<file path="config.mk">
export PLATFORM = sky130hd
export DESIGN_NAME = three_b_down_bc
export DESIGN_NICKNAME = d
export VERILOG_FILES = /design/src/rtl/three_b_down_bc.sv
export SDC_FILE = /design/constraint.sdc
export NUM_CORES = 1
export LEC_CHECK = 0
export BUFFER_PORTS_ARGS = -buffer_cell sky130_fd_sc_hd__buf_2
export CAP_MARGIN = 20
export CORE_AREA = 2 2 39 41
export DETAILED_ROUTE_END_ITERATION = 10
export DIE_AREA = 0 0 41 43
export GPL_TIMING_DRIVEN = 0
export SLEW_MARGIN = 20
export SYNTH_ARGS = -nofsm -noshare
export SYNTH_HDL_FRONTEND = slang
export SYNTH_SLANG_ARGS = --single-unit
</file>
<file path="constraint.sdc">
create_clock -name clock -period 1.9 [get_ports clock]
set_clock_uncertainty 0.05 [all_clocks]
set_input_delay 0 -clock clock [delete_from_list [all_inputs] [get_ports clock]]
set_output_delay 0 -clock clock [all_outputs]
set_load 0.05 [all_outputs]
</file>
<file path="src/rtl/three_b_down_bc.sv">
// Loadable down-counter with a terminal-count pulse, a wrap or halt-at-zero mode, and a cascade borrow output.
// Define DOWN_BC_UPDOWN_EN to add a dir_in port that selects mirrored up-counting toward MAX_VAL.
module three_b_down_bc #(
    parameter int               WIDTH   = 3,
    parameter logic [WIDTH-1:0] MAX_VAL = {WIDTH{1'b1}}
) (
    input  logic             clock,
    input  logic             reset,
    input  logic             x_in,
    input  logic             load,
    input  logic [WIDTH-1:0] load_val,
    input  logic             mode,
`ifdef DOWN_BC_UPDOWN_EN
    input  logic             dir_in,
`endif
    output logic [WIDTH-1:0] y_out,
    output logic             zero_out,
    output logic             tc_pulse,
    output logic             borrow_out
);

    localparam logic STATE_RUN  = 1'b0;
    localparam logic STATE_HALT = 1'b1;
    localparam logic [WIDTH-1:0] ONE = WIDTH'(1);

    logic             state;
    logic             next_state;
    logic [WIDTH-1:0] count;
    logic [WIDTH-1:0] next_count;
    logic             next_tc;
    logic             up;
    logic [WIDTH-1:0] end_val;
    logic [WIDTH-1:0] wrap_val;

`ifdef DOWN_BC_UPDOWN_EN
    assign up = dir_in;
`else
    assign up = 1'b0;
`endif

    // Terminal value and wrap target swap roles when counting upward.
    assign end_val  = up ? MAX_VAL : '0;
    assign wrap_val = up ? '0 : MAX_VAL;

    assign y_out      = count;
    assign zero_out   = (count == '0);
    assign borrow_out = x_in & (count == end_val) & (state == STATE_RUN) & ~mode & ~load;

    // Reaching the terminal value by counting is the only source of tc; sitting there or loading it is not.
    always_comb begin
        next_count = count;
        next_state = state;
        next_tc    = 1'b0;
        if (load) begin
            next_count = load_val;
            next_state = (mode && load_val == end_val) ? STATE_HALT : STATE_RUN;
        end else if (state == STATE_RUN && x_in) begin
            if (count == end_val) begin
                if (mode) next_state = STATE_HALT;
                else      next_count = wrap_val;
            end else begin
                next_count = up ? count + ONE : count - ONE;
                if (next_count == end_val) begin
                    next_tc = 1'b1;
                    if (mode) next_state = STATE_HALT;
                end
            end
        end
    end

    always_ff @(posedge clock) begin
        if (reset) begin
            count    <= MAX_VAL;
            state    <= STATE_RUN;
            tc_pulse <= 1'b0;
        end else begin
            count    <= next_count;
            state    <= next_state;
            tc_pulse <= next_tc;
        end
    end

endmodule

</file>
==> results.json <==
{
  "dr_total_vias": 403,
  "design.portCount": 14,
  "syn_to_final_growth_pct": 41.08,
  "met1_length_um": 444,
  "reg2regPathDepth": 4,
  "cp_num_buf_inv": 2,
  "cp.required_ps": 1850,
  "numCtsBuffers": 3,
  "fin_util_pct": 37.88,
  "drc": 0,
  "start_util_pct": 26.85,
  "swShare_pct": 32.86,
  "topRoutingLayerUsed": "met3",
  "crit_family": "buffers and inverters",
  "synth_area_sq_um": 371.6,
  "synth.ff_latch_count": 5,
  "firstDrtPassIters": 4,
  "slowest_stage": "dfxtp_1",
  "die-area_sq_mm": 0.001763,
  "path_clk_slew_ps": 40,
  "mostFrequentLayoutCell": "buf_2",
  "rrSetupSlack_ps": 290,
  "syn_inst": 45,
  "max-slew-margin-rel_pct": 78.23,
  "maxCapViolations": 0,
  "clkPwrFrac_pct": 36.9,
  "holdCritPathClass": "input port to flop",
  "intPower_mw": 0.2280,
  "hold_violations": 0,
  "regArea_sq_um": 100.1,
  "cts_max_level": 1,
  "arrival_ps": 1580,
  "worstSkewPairLatency_ps": 240,
  "cts_sinks": 5,
  "n_antenna_cell": 0,
  "critical_path_class": "flop to output pin",
  "grt_overflow": 0,
  "nets": 76,
  "ant_nets": 0,
  "min_period_over_period_pct": 85.86,
  "startpoint_type": "flop",
  "cts_tree": "yes",
  "whs_path_depth": 2,
  "max_stage_delay_ps": 320,
  "place_area_sq_um": 467.9,
  "drt_iter0_markers": 3,
  "cp.depth": 5,
  "cts_root_buf": "clkbuf_4",
  "nFillCells": 142,
  "synth.distinct_cells": 25,
  "syn_avg_cell_area_sq_um": 8.258,
  "powerDensity_mw_per_mm2": 647.9,
  "wl_met3_um": 67,
  "setup_ws_ps": 268.7,
  "drive_above_1_share_pct": 32.81,
  "yosysSeqAreaShare_pct": 26.94,
  "async_reset_ff_share_pct": 0,
  "r2r_end": "tc_pulse$_SDFF_PP0_",
  "wl_met2_um": 431,
  "mostFrequentLayoutCells": "buf_2 (13), inv_1 (5), dfxtp_1 (5)",
  "min_period_ps": 1631,
  "wire_per_inst_um": 11.80,
  "critPathLaunch": "y_out[0]$_SDFFE_PP1P_",
  "grt_pass1_vias": 343,
  "port_buffers": 12,
  "grt_pass1_wl_mm": 1.442,
  "die_w_um": 41,
  "stdcell_count": 80,
  "die_h_um": 43,
  "total_power_mw": 0.3397,
  "cts-resized-gates": 0,
  "synth-edff-count": 0,
  "worstMarginPinSlew_ps": 322.3,
  "p_switching_mw": 0.1116,
  "core_sq_mm": 0.001384,
  "status": "finished, final reports clean",
  "seqPwrFrac_pct": 35.0,
  "grt_max_degree": 9,
  "clock.fmax_mhz": 613.0,
  "crit_path_cell_trace": "inv_1, ha_1, and2b_4, nor4b_4, buf_2",
  "yosysWarnings": 0,
  "syn_nets": 56,
  "rsz0062_at_grt": "false",
  "cp-end-kind": "output pin",
  "wirelength_um": 944,
  "setup_violations": 0,
  "p_leak_nw": 0.2423,
  "p_comb_share_pct": 28.1,
  "vdd_drop_max_uv": 399.8,
  "place.gp.congestion": 0.7168,
  "dp.cells": 73,
  "rows": 14,
  "hpwlAfterDp_um": 702.4,
  "place_ws_ps": 292.8,
  "synthFlopType": "dfxtp_1",
  "grt_usage_pct": 12.54,
  "maxSlewViolCount": 0,
  "routed_via_density": 5.038,
  "antenna_found_initial": 0,
  "cts_buffer_depth": 2,
  "r2r-start": "y_out[0]$_SDFFE_PP1P_",
  "design_area_sq_um": 524.3,
  "endpoint": "borrow_out",
  "multiInputGateArea_sq_um": 264.0,
  "crit_fanout": 6
}
metrics by stage:
| stage | hold slack, ps | setup TNS, ps |
|---|---|---|
| floorplan | 16.67 | -3.317 |
| global placement | 170.6 | 0 |
| detailed placement | 163.7 | 0 |
| CTS | 11.06 | 0 |
| global route | 24.57 | 0 |
| finish | 14.84 | 0 |
cell families after synthesis:
kind of cell	count (synthesis)	synth area share (%)
adders and majority gates	3	10.10
DFF	5	26.94
AOI/OAI and AO/OA	14	29.96
and+or+nand+nor	17	26.60
buffers and inverters	6	6.397
layout make-up:
class,instances,share of cell area [%]
tap,16,3.819
buffer,1,0.9547
timing repair buffer,15,17.18
inverter,5,3.580
multi-input combinational,34,50.36
clock buffer,4,5.012
sequential,5,19.09
worst min-delay path by stage:
stage | from | to | slack, ps
after CTS | load | tc_pulse$_SDFF_PP0_ | 10
after floorplan | mode | borrow_out | 20
final | load | tc_pulse$_SDFF_PP0_ | 10
after global placement | reset | y_out[2]$_SDFFE_PP1P_ | 170
after detailed placement | reset | y_out[2]$_SDFFE_PP1P_ | 160
after global routing | load | tc_pulse$_SDFF_PP0_ | 20
power by group through the flow:
stage	registers [mW]	clock network (mW)	logic, mW
2_1_floorplan	0.140	0	0.0458
3_3_place_gp	0.121	0	0.0896
3_5_place_dp	0.121	0	0.0905
4_1_cts	0.119	0.128	0.0956
5_1_grt	0.120	0.137	0.103
6_report	0.119	0.125	0.0956
Yosys cell counts, drive strengths merged (2+ instances only):
cell	instances	share of area, %
dfxtp	5	27
inv	5	5.1
nand2	4	4.0
ha	3	10
nor2	3	3.0
o21ai	3	4.0
nor4b	2	4.7
o211ai	2	4.0
o311ai	2	4.7
repair_timing:
item                      in CTS  in global routing
setup buffers                  0                  0
hold buffers                   3                  0
hold endpoints to repair       4                  0
flip-flops by register name, summed over array words and instances, names as in the netlist:
signal / flops
y_out: 3
tc_pulse: 1
state: 1
layer usage:
layer	vias up	track usage (%)
li1	204	-
met1	190	17.31
met2	9	15.63
met3	0	9.424
met4	0	2.000
met5	-	0
Note: power is estimated with default switching activity, not from simulation.
